File: src/rtl/sample_seq_ctrl_pkg.sv
// rtl/sample_seq_ctrl_pkg.sv - shared opcode and sequencer state types
package sample_seq_ctrl_pkg;

    typedef enum logic [1:0] {
        OP_NOP  = 2'd0,
        OP_LOAD = 2'd1,
        OP_MAC  = 2'd2,
        OP_CLR  = 2'd3
    } op_t;

    typedef enum logic [2:0] {
        S_IDLE,
        S_LOAD,
        S_MAC,
        S_DONE,
        S_ERROR
    } state_t;

    function automatic op_t state_op(state_t s);
        case (s)
            S_LOAD:  return OP_LOAD;
            S_MAC:   return OP_MAC;
            S_ERROR: return OP_CLR;
            default: return OP_NOP;
        endcase
    endfunction

endpackage

File: src/rtl/sample_seq_ctrl_flex_counter.sv
// rtl/sample_seq_ctrl_flex_counter.sv - flex_counter: wrapping counter with rollover flag
module flex_counter #(
    parameter int NUM_CNT_BITS = 4
) (
    input  logic                    clk,
    input  logic                    n_rst,
    input  logic                    clear,
    input  logic                    count_enable,
    input  logic [NUM_CNT_BITS-1:0] rollover_val,
    output logic [NUM_CNT_BITS-1:0] count_out,
    output logic                    rollover_flag
);

    logic [NUM_CNT_BITS-1:0] count_next;

    // After reaching rollover_val the next increment wraps to 1, not 0
    always_comb begin
        count_next = count_out + NUM_CNT_BITS'(1);
        if (count_out == rollover_val) begin
            count_next = NUM_CNT_BITS'(1);
        end
    end

    always_ff @(posedge clk) begin
        if (!n_rst) begin
            count_out     <= '0;
            rollover_flag <= 1'b0;
        end else if (clear) begin
            count_out     <= '0;
            rollover_flag <= 1'b0;
        end else if (count_enable) begin
            count_out     <= count_next;
            rollover_flag <= (count_next == rollover_val);
        end
    end

endmodule

File: src/rtl/sample_seq_ctrl.sv
// rtl/sample_seq_ctrl.sv - per-sample LOAD/MAC sequencer with overrun and window counting
module sample_seq_ctrl
    import sample_seq_ctrl_pkg::*;
#(
    parameter int NUM_TAPS = 4,
    parameter int WINDOW   = 1000,
    parameter int CW       = 10
) (
    input  logic                        clk,
    input  logic                        n_reset,
    input  logic                        data_ready,
    input  logic                        overflow,
    input  logic                        clear_window,
    output logic [1:0]                  op,
    output logic [$clog2(NUM_TAPS)-1:0] tap_sel,
    output logic                        load_sample,
    output logic                        result_valid,
    output logic                        err,
    output logic                        busy,
    output logic                        window_done,
    output logic [CW-1:0]               sample_count
);

    localparam int TW = $clog2(NUM_TAPS);
    localparam logic [TW-1:0] LAST_TAP = TW'(NUM_TAPS - 1);

    state_t        state, state_nxt;
    logic [TW-1:0] tap, tap_nxt;
    logic          pending, pending_nxt;
    logic          err_nxt;
    op_t           op_r;
    logic          rollover_flag, rollover_flag_d;

    always_comb begin
        state_nxt   = state;
        tap_nxt     = tap;
        pending_nxt = pending;
        err_nxt     = err;
        case (state)
            S_LOAD: begin
                state_nxt = S_MAC;
                tap_nxt   = '0;
            end
            S_MAC: begin
                if (overflow) begin
                    state_nxt = S_ERROR;
                    err_nxt   = 1'b1;
                end else if (tap == LAST_TAP) begin
                    state_nxt = S_DONE;
                end else begin
                    tap_nxt = tap + TW'(1);
                end
            end
            default: begin
                // IDLE, DONE, ERROR: a fresh data_ready arriving while pending
                // is consumed stays queued as the next pending sample
                if (data_ready || pending) begin
                    state_nxt   = S_LOAD;
                    pending_nxt = pending & data_ready;
                    err_nxt     = 1'b0;
                end else if (state == S_DONE) begin
                    state_nxt = S_IDLE;
                end
            end
        endcase
        if ((state == S_LOAD || state == S_MAC) && data_ready) begin
            if (pending) begin
                err_nxt = 1'b1;
            end else begin
                pending_nxt = 1'b1;
            end
        end
    end

    // Outputs are decoded from the next state so they line up with the state register
    always_ff @(posedge clk) begin
        if (!n_reset) begin
            state        <= S_IDLE;
            tap          <= '0;
            pending      <= 1'b0;
            err          <= 1'b0;
            op_r         <= OP_NOP;
            tap_sel      <= '0;
            load_sample  <= 1'b0;
            result_valid <= 1'b0;
            busy         <= 1'b0;
        end else begin
            state        <= state_nxt;
            tap          <= tap_nxt;
            pending      <= pending_nxt;
            err          <= err_nxt;
            op_r         <= state_op(state_nxt);
            tap_sel      <= (state_nxt == S_MAC) ? tap_nxt : '0;
            load_sample  <= (state_nxt == S_LOAD);
            result_valid <= (state_nxt == S_DONE);
            busy         <= (state_nxt == S_LOAD) || (state_nxt == S_MAC) || (state_nxt == S_DONE);
        end
    end

    assign op = op_r;

    flex_counter #(
        .NUM_CNT_BITS(CW)
    ) u_window_cnt (
        .clk          (clk),
        .n_rst        (n_reset),
        .clear        (clear_window),
        .count_enable (state == S_DONE),
        .rollover_val (CW'(WINDOW)),
        .count_out    (sample_count),
        .rollover_flag(rollover_flag)
    );

    always_ff @(posedge clk) begin
        if (!n_reset) begin
            rollover_flag_d <= 1'b0;
        end else begin
            rollover_flag_d <= rollover_flag;
        end
    end

    assign window_done = rollover_flag & ~rollover_flag_d;

endmodule

File: config.mk
export PLATFORM = sky130hd
export DESIGN_NAME = sample_seq_ctrl
export DESIGN_NICKNAME = d
export VERILOG_FILES = /design/src/rtl/sample_seq_ctrl_pkg.sv /design/src/rtl/sample_seq_ctrl_flex_counter.sv /design/src/rtl/sample_seq_ctrl.sv
export SDC_FILE = /design/constraint.sdc
export NUM_CORES = 1
export LEC_CHECK = 0
export ABC_CLOCK_PERIOD_IN_PS = 1900
export BUFFER_PORTS_ARGS = -buffer_cell sky130_fd_sc_hd__clkbuf_2
export CAP_MARGIN = 5
export CORE_UTILIZATION = 54
export CTS_CLUSTER_SIZE = 30
export DETAILED_ROUTE_END_ITERATION = 10
export PLACE_DENSITY = 0.88
export SLEW_MARGIN = 10
export SYNTH_ARGS = -nofsm -noshare
export SYNTH_HDL_FRONTEND = slang
export SYNTH_SLANG_ARGS = --single-unit
File: constraint.sdc
create_clock -name clk -period 1.9 [get_ports clk]
set_input_delay 0 -clock clk [delete_from_list [all_inputs] [get_ports clk]]
set_output_delay 0 -clock clk [all_outputs]
set_load 0.02 [all_outputs]
Word-level counts from Yosys, hierarchy flattened
Cells that the tools add are included.

Memories: 0. Bits in latches: 0. Output and inout port bits: 19. ROM bits: 0. Memory bits (writable): 0. Bits of input ports: 5. Bits in registers: 26. Word-level logic and storage cells: 55.

Div/mod/pow operators: 0. Equality and inequality tests: 10. Shift-type cells: 0. Bitwise gates (word level): 4. Multipliers: 0. Reduce and logical (&&, ||, !) cells: 8. $lt $le $gt $ge: 0. Add/subtract/negate cells: 2. Mux-type cells: 19.

Operators by type and width (number): == test 10 bit (second input constant) (2); == test 3 x 2 -> 1 bit (second input constant) (4); 2-to-1 mux 3 bit (4); adder 10 x 1 -> 10 bit (second input constant) (1); 2-to-1 mux 10 bit (1); 2-to-1 mux 1 bit (8); == test 3 x 1 -> 1 bit (second input constant) (2); case mux 2 bit (3 select lines) (1); case mux 3 bit (2 select lines) (1); logical OR 1 bit (4); 2-to-1 mux 2 bit (2); case mux 2 bit (2 select lines) (1); OR reduction 2 bit (2); == test 3 bit (second input constant) (1); adder 2 x 1 -> 2 bit (second input constant) (1); AND 1 bit (2); == test 2 bit (second input constant) (1); inverter 1 bit (2); case mux 1 bit (2 select lines) (1); AND reduction 2 bit (1); logical AND 1 bit (1).

Logic depth before layout (Yosys ltp)
Depth after elaboration: 7. Gate-level depth with buffers: 7. Gate-level depth less buffers: 7.

By module
A second synthesis with hierarchy kept.

Cell total of the unflattened synthesis: 226. Area total of the unflattened synthesis: 1779.2 µm².

By module, submodules not included: flex_counter (seq. area each 220.2 µm², area an instance 1083.5 µm², instances 1, cells each 143); sample_seq_ctrl (seq. area each 300.3 µm², area an instance 695.7 µm², instances 1, cells each 83).

Least setup slack after synthesis
Ideal clock, no wire load.

Kind: reg2reg. Start point: register u_window_cnt.count_out[0]. End point: register u_window_cnt.count_out[3]. Required time: 1.829 ns. Buffers on the path: 0. Slack: 0.188 ns. Data arrival time: 1.641 ns. Library setup time: 0.071 ns. Stages on the path, launching flop included: 8. Clock period less this slack: 1.712 ns. Path through: dfxtp_1 > inv_1 > ha_1 > nand4b_1 > nor4_4 > nand2b_1 > or3_1 > a21oi_1.

Longest elaborated chain between the ends: 2. Elaborated cells on any way between the ends: 3. Classes of those cells: add/sub: 1; eq/ne: 1; mux: 1.

RTL lines: from (decl) (RTL line sample_seq_ctrl_flex_counter.sv:10) `output logic [NUM_CNT_BITS-1:0] count_out,`; from (signal assigned) (RTL line sample_seq_ctrl_flex_counter.sv:32) `count_out <= count_next;`; adder 10 x 1 -> 10 bit / == test 10 bit (equally long branches) (RTL line sample_seq_ctrl_flex_counter.sv:18, sample_seq_ctrl_flex_counter.sv:19); 2-to-1 mux 10 bit (*) (RTL line sample_seq_ctrl_flex_counter.sv:19) `if (count_out == rollover_val) begin`.

Mark *: on every way between the ends. The rest lies on a longest branch, timed or not. A chain may end at the register's enable or synchronous reset.

Worst setup path after layout
Start point: register u_window_cnt.count_out[0]. End point: register u_window_cnt.count_out[0].

The elaborated chain is that of the path after synthesis.

==> metrics list <==
* Worst setup EP type: flip-flop
* Initial antenna violation count: 0
- The worst path in the final design needs a cycle of 1.757 ns, including I/O delays and setup.
* Kind of start point of the critical path: flip-flop
- The die covers 2605 um2.
* Total congestion overflow after global routing: 0
- Routability-driven placement congestion ratio: 0.8629
* Cell Chain, Critical Path: inv_1, ha_1, nand4b_1, nor4_4, nand2b_1, nor2_1, a211oi_2
* Post-route standard cell area excluding fillers: 1519 um2
- First-pass GRT wire length: 4.581 mm
- Cell type with the largest total area after synthesis: dfxtp_1
* Setup TNS after final layout: 0 ns
- Worst setup slack after layout: approximately 0.14 ns
- In this run, distinct cell masters in the synthesized netlist total just over 40.
- For this run, the post-layout net count is 194.
- Htree depth: 1
* Worst-skew pair later-pin latency: 0.33 ns
- Setup repair after global routing missed its margin: false
- Total number of placement rows: 17
- After detailed routing, the number of remaining DRC violations is 0.
- The die is just over 50 um tall.
* Placed wire-length estimate after detailed placement: 2.050 mm
- Max VDD drop: 0.0006034 V
* Final Instance Count excl. Fillers: between 200 and 250
- DR vias: 1198
- From synthesis to final layout, the design area changed by 16.96%.
* Antenna-violating nets left: 0
- Gate Count Post-Synth: 160
- After clock tree synthesis, the clock-pin slew on the worst setup and hold paths is about 0.14 ns.
- After detailed routing, the average wire length per cell comes to 12.70 um.
- Setup violations remaining at the end of the flow were counted as 0.
* Antenna Diode Count: 0
- In this run the tightest slew margin relative to its limit is 69.69%.
- The final number of hold-violating endpoints came to 0.
- For this configuration, the core starts out at a cell density of 58.15%.
- The tree is rooted in a clkbuf_4.
- Critical Setup Path Class: reg -> reg
* Number of buffers inserted during clock tree synthesis: 3
- Count of maximum capacitance violations: 0
- Pin count of the biggest net entering global routing: 16
- Number of sinks on the clock net: 26
- The cell area that synthesis handed to floorplanning was 1299 um2.
- Average cell area after synthesis: 8.117 um2
* Slew at the pin with the worst max-slew slack: 0.4547 ns
- Largest fanout on the critical path: 7
* Total of warnings raised by yosys: 0
- Dividing the detail-routed via count by the number of cells gives 5.598.
- Part of the cycle the worst path needs: 92.48%
* Worst path bufs/invs: 1
* Most frequent cells in the layout: dfxtp_1, clkbuf_2, nor2_1
- Data arrives at the worst endpoint at around 2 ns.
- The region available for standard cell placement spans 2233 um2.
* First DRT Iteration DRCs: 42
- F_max: 569.1 MHz
- Proportion of synthesized chip area in sequential cells: between 40% and 50%
- For this run, the detailed router's first-pass iteration total came to 4.
* Crit path largest cell delay: 0.44 ns
- Buffers placed on the I/O ports in this run total 23.
* Final core area utilization: 68.01%
- Fraction of layout instances using a drive strength above 1: 19.35%
- Power density over the cells: 722.4 nW/um2
* Cell with the biggest individual delay on the critical path: nor4_4
- Run status: completed
* Total Routing Usage GR: 23.41%
- Die Span X: between 50 and 60 um
- The top cell type by area accounts for 40.08% of the synthesized area.
- TritonCTS built the clock tree.
- In the post-synthesis netlist, the biggest area contributors are dfxtp_1, nor2_1, a21oi_1.
- Required @ worst endpoint: roughly 2.2 ns
- Number of placed instances with taps included: between 200 and 250
- In this run the count of I/O pins placed on the die edge is 24.
* Post-place setup slack: 0.1689 ns
* Syn nets: ~170
- Cell area after placement: 1445 um2
- Most common cell after layout, fill and taps aside: dfxtp_1
* Max Transition Viols Final: 0
- Post-Route Skew: 0.006626 ns
- Cell family contributing the most delay on the critical path: simple AND/OR/NAND/NOR gates
- Number of global-route vias before repair: between 1000 and 1500
- Post-CTS setup buffers: 0
- Class of the tightest hold or removal check: in -> reg
* Clk buf depth: 2
- Counting flops and latches in the post-synthesis netlist gives 26.
- Static leakage: 0.5427 nW
- Aggregate routed wire length: 2.718 mm
## routing by layer
layer | GRT usage (%) | routed length, um
met5 | 0 | 0
met4 | 5.556 | 15
met3 | 6.250 | 147
met2 | 38.82 | 1298
met1 | 30.02 | 1257
## state kept, by name, indices dropped and copies added (netlist names)
register / count
pending: 1
u_window_cnt.count_out: 10
err: 1
tap_sel: 2
u_window_cnt.rollover_flag: 1
tap: 2
rollover_flag_d: 1
result_valid: 1
load_sample: 1
busy: 1
op: 2
state: 3
## report_power, final
| part | internal [mW] | switching (mW) | leakage (nW) | total, mW |
|---|---|---|---|---|
| Clock | 0.214 | 0.164 | 0.0279 | 0.378 |
| Sequential | 0.565 | 0.0112 | 0.211 | 0.577 |
| Combinational | 0.0563 | 0.0863 | 0.304 | 0.143 |
| Total | 0.835 | 0.262 | 0.543 | 1.10 |
## tightest hold or removal path, stage by stage
cell      delay [ns]
clkbuf_2        0.12
o21ai_0         0.11
nand3b_1        0.13
nor3b_1         0.06
## cell families (layout without fill, tap and decap cells)
| group | Yosys count | after routing | synth area share, % |
|---|---|---|---|
| simple gates | 81 | 81 | 34.10 |
| fa+ha+maj | 3 | 3 | 2.697 |
| buf+inv | 12 | 38 | 4.045 |
| flops | 26 | 26 | 40.08 |
| xor+xnor | 4 | 4 | 2.698 |
| compound gates | 34 | 34 | 16.38 |
## cell usage after synthesis (all sizes together)
cell type / n
nor4: 2
nand3: 6
a21oi: 12
maj3: 1
and3b: 1
o31ai: 1
nand2b: 4
buf: 4
nor2b: 3
and3: 1
or3: 4
clkinv: 1
and2: 4
o21a: 1
ha: 2
or3b: 2
o211ai: 1
o22a: 1
a211oi: 2
o22ai: 3
clkbuf: 3
xor2: 2
or2: 2
inv: 4
nand3b: 2
nor3b: 4
o21ai: 12
nor3: 8
nor2: 19
o311ai: 1
nor4bb: 1
nand2: 14
nand4b: 1
dfxtp: 26
xnor2: 2
nand4: 3
## per-stage QoR
step | total power, mW | hold slack, ns
floorplan | 0.6883 | 0.1217
global placement | 0.7229 | 0.3220
detailed placement | 0.7271 | 0.3449
CTS | 1.106 | 0.09929
global route | 1.146 | 0.1397
finish | 1.097 | 0.1156
## worst paths after layout
path / startpoint / to / slack, ns / cells past startpoint
max reg2reg: u_window_cnt.count_out[0] / u_window_cnt.count_out[0] / 0.14 / 7
min reg2reg: u_window_cnt.rollover_flag / rollover_flag_d / 0.49 / 1
max: u_window_cnt.count_out[0] / u_window_cnt.count_out[0] / 0.14 / 7
min: overflow / tap_sel[1] / 0.12 / 4
## layout make-up
type	count	area [um2]
clock buffer	3	22.52
clock inverter	1	30.03
fill	193	714.4
inverter	5	18.77
multi-input combinational	122	725.7
sequential	26	521.8
tap	28	35.03
timing repair buffer	29	165.2
## repair_timing
action / CTS / global route
setup endpoints to repair: 0 / 3
hold buffers: 2 / 0
gates resized for setup: 0 / 1
hold endpoints to repair: 3 / 0
No activity file was read; power rests on OpenSTA's default activity.
